`src/rtl/ps2_frame_rx_module.sv`:
```
// ps2_frame_rx_module: PS/2 device-to-host frame receiver (start, 8 data LSB-first, odd parity, stop)
// with inter-edge timeout. Rev 1.0
`timescale 1ns/1ps
`default_nettype none

module ps2_frame_rx_module #(
    parameter int TIMEOUT_CYCLES = 50000
) (
    input  logic       CLK,
    input  logic       RSTn,
    input  logic       H2L_Sig,
    input  logic       PS2_Data_Pin_In,
    input  logic       Rx_En,
    output logic [7:0] Rx_Data,
    output logic       Rx_Done_Sig,
    output logic       Parity_Err_Sig,
    output logic       Frame_Err_Sig,
    output logic       Busy_Sig
);

    localparam int c_TO_W = (TIMEOUT_CYCLES > 1) ? $clog2(TIMEOUT_CYCLES) : 1;
    localparam logic [c_TO_W-1:0] c_TO_LAST = c_TO_W'(TIMEOUT_CYCLES - 1);
    localparam logic [c_TO_W-1:0] c_TO_ONE  = c_TO_W'(1);

    localparam logic [1:0] c_IDLE   = 2'd0;
    localparam logic [1:0] c_DATA   = 2'd1;
    localparam logic [1:0] c_PARITY = 2'd2;
    localparam logic [1:0] c_STOP   = 2'd3;

    logic              data_s1_q, data_s2_q;
    logic [1:0]        state_q, state_d;
    logic [2:0]        cnt_q, cnt_d;
    logic [7:0]        shift_q, shift_d;
    logic              par_q, par_d;
    logic [c_TO_W-1:0] to_q, to_d;
    logic [7:0]        rxd_q, rxd_d;
    logic              done_q, done_d;
    logic              perr_q, perr_d;
    logic              ferr_q, ferr_d;
    logic              w_timeout;

    // Two-flop alignment stage brings the data line to the same latency as H2L_Sig.
    always_ff @(posedge CLK or negedge RSTn) begin
        if (!RSTn) begin
            data_s1_q <= 1'b1;
            data_s2_q <= 1'b1;
        end else begin
            data_s1_q <= PS2_Data_Pin_In;
            data_s2_q <= data_s1_q;
        end
    end

    // A falling edge in the terminal cycle takes precedence over the timeout.
    assign w_timeout = (state_q != c_IDLE) && !H2L_Sig && (to_q == c_TO_LAST);

    always_comb begin
        state_d = state_q;
        cnt_d   = cnt_q;
        shift_d = shift_q;
        par_d   = par_q;
        rxd_d   = rxd_q;
        done_d  = 1'b0;
        perr_d  = 1'b0;
        ferr_d  = 1'b0;

        if (state_q == c_IDLE || H2L_Sig) begin
            to_d = '0;
        end else begin
            to_d = to_q + c_TO_ONE;
        end

        case (state_q)
            c_IDLE: begin
                if (H2L_Sig && Rx_En && !data_s2_q) begin
                    state_d = c_DATA;
                    cnt_d   = 3'd0;
                end
            end
            c_DATA: begin
                if (H2L_Sig) begin
                    shift_d = {data_s2_q, shift_q[7:1]};
                    cnt_d   = cnt_q + 3'd1;
                    if (cnt_q == 3'd7) begin
                        state_d = c_PARITY;
                    end
                end
            end
            c_PARITY: begin
                if (H2L_Sig) begin
                    par_d   = data_s2_q;
                    state_d = c_STOP;
                end
            end
            c_STOP: begin
                if (H2L_Sig) begin
                    state_d = c_IDLE;
                    if (!data_s2_q) begin
                        ferr_d = 1'b1;
                    end else if (!(^{shift_q, par_q})) begin
                        perr_d = 1'b1;
                    end else begin
                        rxd_d  = shift_q;
                        done_d = 1'b1;
                    end
                end
            end
            default: begin
                state_d = c_IDLE;
            end
        endcase

        if (w_timeout) begin
            state_d = c_IDLE;
            cnt_d   = 3'd0;
            shift_d = 8'h00;
            to_d    = '0;
            ferr_d  = 1'b1;
        end
    end

    always_ff @(posedge CLK or negedge RSTn) begin
        if (!RSTn) begin
            state_q <= c_IDLE;
            cnt_q   <= 3'd0;
            shift_q <= 8'h00;
            par_q   <= 1'b0;
            to_q    <= '0;
            rxd_q   <= 8'h00;
            done_q  <= 1'b0;
            perr_q  <= 1'b0;
            ferr_q  <= 1'b0;
        end else begin
            state_q <= state_d;
            cnt_q   <= cnt_d;
            shift_q <= shift_d;
            par_q   <= par_d;
            to_q    <= to_d;
            rxd_q   <= rxd_d;
            done_q  <= done_d;
            perr_q  <= perr_d;
            ferr_q  <= ferr_d;
        end
    end

    assign Rx_Data        = rxd_q;
    assign Rx_Done_Sig    = done_q;
    assign Parity_Err_Sig = perr_q;
    assign Frame_Err_Sig  = ferr_q;
    assign Busy_Sig       = (state_q != c_IDLE);

endmodule

`default_nettype wire

```
`config.mk`:
```
export PLATFORM = sky130hd
export DESIGN_NAME = ps2_frame_rx_module
export DESIGN_NICKNAME = d
export VERILOG_FILES = /design/src/rtl/ps2_frame_rx_module.sv
export SDC_FILE = /design/constraint.sdc
export NUM_CORES = 1
export LEC_CHECK = 0
export CAP_MARGIN = 20
export CORE_MARGIN = 4
export CORE_UTILIZATION = 45
export CTS_BUF_LIST = sky130_fd_sc_hd__clkbuf_16
export DETAILED_ROUTE_END_ITERATION = 8
export DONT_BUFFER_PORTS = 1
export GPL_TIMING_DRIVEN = 0
export HOLD_SLACK_MARGIN = 0.15
export PLACE_DENSITY = 0.59
export SETUP_SLACK_MARGIN = 0.02
export SLEW_MARGIN = 20
export SYNTH_ARGS = -nofsm -noshare
export SYNTH_HDL_FRONTEND = slang
export SYNTH_SLANG_ARGS = --single-unit
```
`constraint.sdc`:
```
create_clock -name CLK -period 4.2 [get_ports CLK]
set_input_delay 0.63 -clock CLK [delete_from_list [all_inputs] [get_ports CLK]]
set_output_delay 0.63 -clock CLK [all_outputs]
set_load 0.01 [all_outputs]
```
==> flow_metrics.py, run 1 <==
metrics = {
    "detailed_routing": {
        "met2WireLength_mm": 1.959,
        "postRouteAntennaNets": 0,
        "met3_length_um": 152,
        "drt-total-wl_mm": 4.176,
        "num_vias": 1503,
        "wl_per_cell_um": 14.86,
        "drt_iter0_markers": 82,
        "highest_layer": "met4",
        "first_pass_iters": 4,
        "drc_errors": 0,
        "wl_met1_mm": 2.001,
        "via_per_inst": 5.349,
    },
    "cells_and_area": {
        "synthToLayoutAreaGrowth_pct": 10.82,
        "drive_above_1_share": 0.1822,
        "nFillCells": 432,
        "final_nets": 225,
        "fin_cells": 281,
        "antennaDiodeCount": 0,
    },
    "yosys": {
        "synth_flop_cell": "dfrtp_1",
        "synth_top_area_frac": 0.4622,
        "synth_nets": 217,
        "synth_top_area_cell": "dfrtp_1",
        "synth_edf_count": 0,
        "async_reset_ff_frac": 1.000,
        "avgSynthCellArea_um2": 10.83,
        "synth_commonest_cells": "dfrtp_1 (41), nand2_1 (28), nor2_1 (16)",
        "synthMostInstantiatedCell": "dfrtp_1",
        "ys_warn_count": 0,
        "synthCells": 205,
        "syn_area_um2": 2220,
        "seq_area_frac_synth": 0.4859,
        "ys_seq_elements": 43,
        "synth_area_leaders": "dfrtp_1 (46%), nand2_1 (4.7%), mux2_2 (4.6%)",
        "ys_types": 44,
    },
    "global_routing": {
        "antenna_found_initial": 0,
        "grt_max_degree": 42,
        "grt_pass1_vias": 1552,
        "grtUsageTotal": 0.1504,
        "gr-total-overflow": 0,
        "grt_pass1_wl_mm": 7.396,
    },
    "pwr": {
        "p_sw_mw": 0.5028,
        "p_leak_nw": 1.077,
        "switching_share": 0.3427,
        "p_seq_frac": 0.409,
        "vdd_ir_drop_max_mv": 0.3053,
        "p_per_area_nw_per_um2": 596.6,
        "combPwrFrac": 0.344,
        "clockPowerShare": 0.246,
        "p_int_mw": 0.9646,
    },
    "worst_setup_path": {
        "cpMostUsedCell": "inv_1",
        "required_ns": 3.57,
        "crit_chain": "inv_1, ha_1, clkbuf_1, inv_1",
        "worst-path-buf-inv": 3,
        "cpPeakStageDelay_ns": 0.42,
        "arrival_ns": 1.55,
        "setup.worst_path.start_class": "register",
        "crit_fanout": 10,
        "cp_slowest_cell": "dfrtp_1",
        "worstSetupPathType": "reg2out",
        "endpoint_kind": "primary output",
        "cp_top_family": "buffers and inverters",
    },
    "sta": {
        "period_share": 0.5194,
        "final.setup.worst_slack_ns": 2.019,
        "hold_viol_final": 0,
        "maxClockFrequency_mhz": 458.4,
        "fin_skew_ns": 0.004035,
        "tightestPinTransition_ns": 0.4523,
        "setup_viol": 0,
        "finalCriticalPeriod_ns": 2.181,
        "tns_ns": 0,
        "relSlewSlack": 0.6985,
        "maxSlewViolCount": 0,
        "grt_setup_unrepaired": "false",
    },
    "status": {
        "run_status": "finished clean",
    },
    "placement": {
        "io_buffers": 0,
        "routabilityCongestion": 0.8099,
        "dp_cells": 272,
        "place_ws_ns": 2.094,
        "dpl.hpwl_mm": 2.938,
    },
    "die": {
        "die_x_um": 78.23,
        "core_um2": 4755,
        "die_y_um": 78.23,
        "start_util": 0.4668,
        "row_count": 25,
        "io_pins": 17,
        "die-area_um2": 6120,
    },
    "clock_tree": {
        "numCtsBuffers": 5,
        "htreeDepth": 2,
        "cts_buffer_depth": 2,
        "cts_tree": "yes",
        "cts_sinks": 43,
        "path_clk_slew_ns": 0.06,
        "clock-root-buffer": "clkbuf_16",
        "worstSkewPairLatency_ns": 0.28,
    },
    "worst_hold_path": {
        "hp-class": "in2async",
    },
    "run": {
        "maxCapViolCount": 0,
    },
}
## logic make-up after synthesis
group | Yosys count | synth area share
and+or+nand+nor | 85 | 0.2001
DFF | 43 | 0.4859
xor gates and xnor gates | 17 | 0.07948
muxes | 11 | 0.06032
AOI/OAI and AO/OA | 30 | 0.1003
buffers and inverters | 12 | 0.03438
adders and majority gates | 7 | 0.03946
## power by group through the flow
stage	clock network, mW	registers, mW	logic (mW)
5_1_grt	0.391	0.612	0.566
3_3_place_gp	0	0.599	0.471
3_5_place_dp	0	0.608	0.497
2_1_floorplan	0	0.582	0.425
6_report	0.362	0.600	0.505
4_1_cts	0.371	0.601	0.509
## area by class of cell
cell class / count / area [um2] / area share
Buffer: 7 / 57.56 / 0.02340
Clock buffer: 5 / 125.1 / 0.05086
Inverter: 5 / 18.77 / 0.007630
Timing Repair Buffer: 1 / 20.02 / 0.008138
Tap cell: 67 / 83.83 / 0.03408
Multi-Input combinational cell: 150 / 1065 / 0.4329
Clock inverter: 3 / 11.26 / 0.004578
Sequential cell: 43 / 1079 / 0.4385
## worst reg2reg max path: stages (launching register included)
cell and delay, ns:
dfrtp_1 0.43, or4_1 0.52, or4_1 0.54, buf_6 0.17, o2111ai_2 0.21, o221ai_2 0.12
## final timing paths
kind,start,to,slack [ns],cells past startpoint
max,state_q[1],Busy_Sig,2.02,4
min in group CLK,PS2_Data_Pin_In,data_s1_q,0.34,0
min reg2reg,data_s1_q,data_s2_q,0.36,0
min,RSTn,to_q[11],0.18,1
max in group asynchronous,RSTn,state_q[0],3.81,1
max reg2reg,to_q[4],state_q[1],2.09,5
## timing repair
item                      in CTS  in global routing
hold endpoints to repair      41                  0
hold buffers                   1                  0
gates resized for setup        0                  0
buffers inserted               0                  0
## per-stage QoR
stage                 util  hold slack (ns)  instance area [um2]  power, mW
detailed placement  0.4845           0.3359                 2303      1.105
floorplan                -           0.3344                 2220      1.007
global placement    0.4845           0.3358                 2303      1.071
finish              0.5174           0.1765                 2460      1.467
CTS                 0.5174           0.1834                 2460      1.481
global route        0.5174           0.1781                 2460      1.569
## flip-flops by register name, indices dropped and copies added, names as in the netlist
| signal | flops |
|---|---|
| Parity_Err_Sig | 1 |
| par_q | 1 |
| cnt_q | 3 |
| Frame_Err_Sig | 1 |
| Rx_Data | 8 |
| data_s1_q | 1 |
| shift_q | 8 |
| state_q | 2 |
| data_s2_q | 1 |
| to_q | 16 |
| Rx_Done_Sig | 1 |
## cells in the final DEF (no fill, tap or decap), types with 3 or more instances in the layout
cell,count
nor3_1,5
nor2_1,16
nand4_1,6
xor2_1,7
mux2_2,9
inv_1,6
clkbuf_16,5
o21ai_0,5
dfrtp_1,41
nand2_1,28
clkbuf_1,3
ha_1,7
or4_1,3
a21oi_2,9
nand3_1,6
xnor2_1,8
a21oi_1,6
o211ai_1,3
## metal layers
metal	GRT usage	up-vias
met1	0.1970	746
met5	0	-
met3	0.03211	6
li1	-	729
met4	0.05245	0
met2	0.2466	22
No activity file was read; power rests on OpenSTA's default activity.
==> run 2: changes to the inputs <==
- clock period: 4.2 -> 2.07 ns (I/O delays scaled with it)
==> run 2 against run 1 <==
Core utilization grew 2.7 points. Clock power grew 100%. Worst setup slack lost 2.0 ns. Register-to-register slack lost 2.0 ns. Routed wire length grew 4.0%. Final area grew 5.1%. Sequential power grew 100%. First-iteration DRC count grew 3.7%. Sequential share of layout area shrank 2.1 points. Clock skew is essentially flat. Sequential cell count is the same. Critical path depth grew 1. Critical path type is now reg2reg. Largest power group unchanged.
==> flow_metrics.py, run 2 (same netlist as run 1, synthesis figures left out) <==
metrics = {
    "detailed_routing": {
        "num_vias": 1554,
        "met2WireLength_mm": 2.064,
        "drc_errors": 0,
        "wl_per_cell_um": 14.82,
        "first_pass_iters": 4,
        "highest_layer": "met4",
        "drt-total-wl_mm": 4.342,
        "drt_iter0_markers": 85,
        "met3_length_um": 150,
        "wl_met1_mm": 2.042,
        "postRouteAntennaNets": 0,
        "via_per_inst": 5.304,
    },
    "clock_tree": {
        "cts_buffer_depth": 2,
        "path_clk_slew_ns": 0.06,
        "cts_tree": "yes",
        "worstSkewPairLatency_ns": 0.28,
        "cts_sinks": 43,
        "clock-root-buffer": "clkbuf_16",
        "numCtsBuffers": 5,
        "htreeDepth": 2,
    },
    "worst_setup_path": {
        "cpPeakStageDelay_ns": 0.53,
        "worst-path-buf-inv": 1,
        "cp_top_family": "simple AND/OR/NAND/NOR gates",
        "crit_chain": "or4bb_1, or4_4, buf_8, o2111ai_2, o221ai_2",
        "worstSetupPathType": "reg2reg",
        "arrival_ns": 2.17,
        "setup.worst_path.start_class": "register",
        "cp_slowest_cell": "or4_4",
        "endpoint_kind": "register",
        "crit_fanout": 7,
        "required_ns": 2.22,
    },
    "die": {
        "row_count": 25,
        "die_x_um": 78.23,
        "io_pins": 17,
        "core_um2": 4755,
        "die_y_um": 78.23,
        "die-area_um2": 6120,
        "start_util": 0.4668,
    },
    "sta": {
        "period_share": 0.9769,
        "finalCriticalPeriod_ns": 2.022,
        "maxClockFrequency_mhz": 494.5,
        "tightestPinTransition_ns": 0.4413,
        "grt_setup_unrepaired": "true",
        "maxSlewViolCount": 0,
        "hold_viol_final": 0,
        "relSlewSlack": 0.7058,
        "fin_skew_ns": 0.004467,
        "tns_ns": 0,
        "setup_viol": 0,
        "final.setup.worst_slack_ns": 0.04788,
    },
    "pwr": {
        "p_per_area_nw_per_um2": 1161,
        "p_leak_nw": 1.146,
        "vdd_ir_drop_max_mv": 0.6162,
    },
    "global_routing": {
        "gr-total-overflow": 0,
        "antenna_found_initial": 0,
        "grtUsageTotal": 0.1560,
        "grt_max_degree": 44,
        "grt_pass1_wl_mm": 7.672,
        "grt_pass1_vias": 1614,
    },
    "run": {
        "maxCapViolCount": 0,
    },
    "cells_and_area": {
        "final_nets": 237,
        "regMostFlops": "to_q",
        "largest_reg_flops": 16,
        "nFillCells": 427,
        "final_common_cell": "dfrtp_1",
        "synthToLayoutAreaGrowth_pct": 16.52,
        "drive_above_1_share": 0.2257,
        "final_cell_mix": "dfrtp_1 (41), nand2_1 (28), nor2_1 (16)",
        "antennaDiodeCount": 0,
    },
    "worst_hold_path": {
        "hp-class": "in2reg",
    },
    "placement": {
        "routabilityCongestion": 0.8099,
        "dpl.hpwl_mm": 2.938,
        "io_buffers": 0,
        "place_ws_ns": -0.03574,
    },
    "status": {
        "run_status": "finished clean",
    },
}
[run 2: changes by cell type in the layout (fill, tap and decap cells not counted), moves of 2 or more]
cell / previous run / this run
buf_4: 0 / 9
buf_6: 2 / 0
buf_8: 0 / 2
dlygate4sd3_1: 0 / 2
[run 2: power by group]
part	switching [mW]	internal (mW)
clock network	0.296	0.434
registers	0.197	1.02
logic	0.533	0.521
total	1.03	1.98
[run 2: stage by stage]
stage                 util  hold slack, ns  instance area [um2]  std cells  power (mW)
finish              0.5439          0.2495                 2586        293       3.004
global route        0.5439          0.2625                 2586        293       3.218
CTS                 0.5300          0.2446                 2520        288       3.010
detailed placement  0.4845         0.01641                 2303        272       2.242
global placement    0.4845         0.01630                 2303        272       2.172
floorplan                -         0.01491                 2220        205       2.043
[run 2: worst paths after layout]
kind / cells past startpoint / startpoint / slack [ns] / to
setup / recovery: 5 / to_q[11] / 0.05 / state_q[1]
hold / removal: 2 / H2L_Sig / 0.25 / Parity_Err_Sig
setup reg to reg: 5 / to_q[11] / 0.05 / state_q[1]
hold reg to reg: 0 / data_s1_q / 0.36 / data_s2_q
max in group asynchronous: 2 / RSTn / 1.29 / data_s1_q
min in group asynchronous: 2 / RSTn / 0.51 / to_q[11]
[run 2: cell type report]
type,count,area (um2),share of cell area
Multi-Input combinational cell,150,1076,0.4161
Clock buffer,5,125.1,0.04838
Buffer,7,65.06,0.02516
Sequential cell,43,1079,0.4170
Timing Repair Buffer,13,127.6,0.04935
Inverter,5,18.77,0.007257
Tap cell,67,83.83,0.03241
Clock inverter,3,11.26,0.004354
[run 2: routing by layer]
metal  global-route usage  vias to the layer above
li1                     -                      751
met1               0.2007                      761
met2               0.2594                       33
met3              0.03211                        9
met4              0.05769                        0
met5                    0                        -
[run 2: timing repair]
item / in CTS / in global routing
endpoints found under the hold margin: 44 / 0
setup endpoints to repair: 22 / 31
hold buffers: 3 / 0
buffers inserted: 5 / 5
pin swaps: 0 / 4
resized for setup: 1 / 4
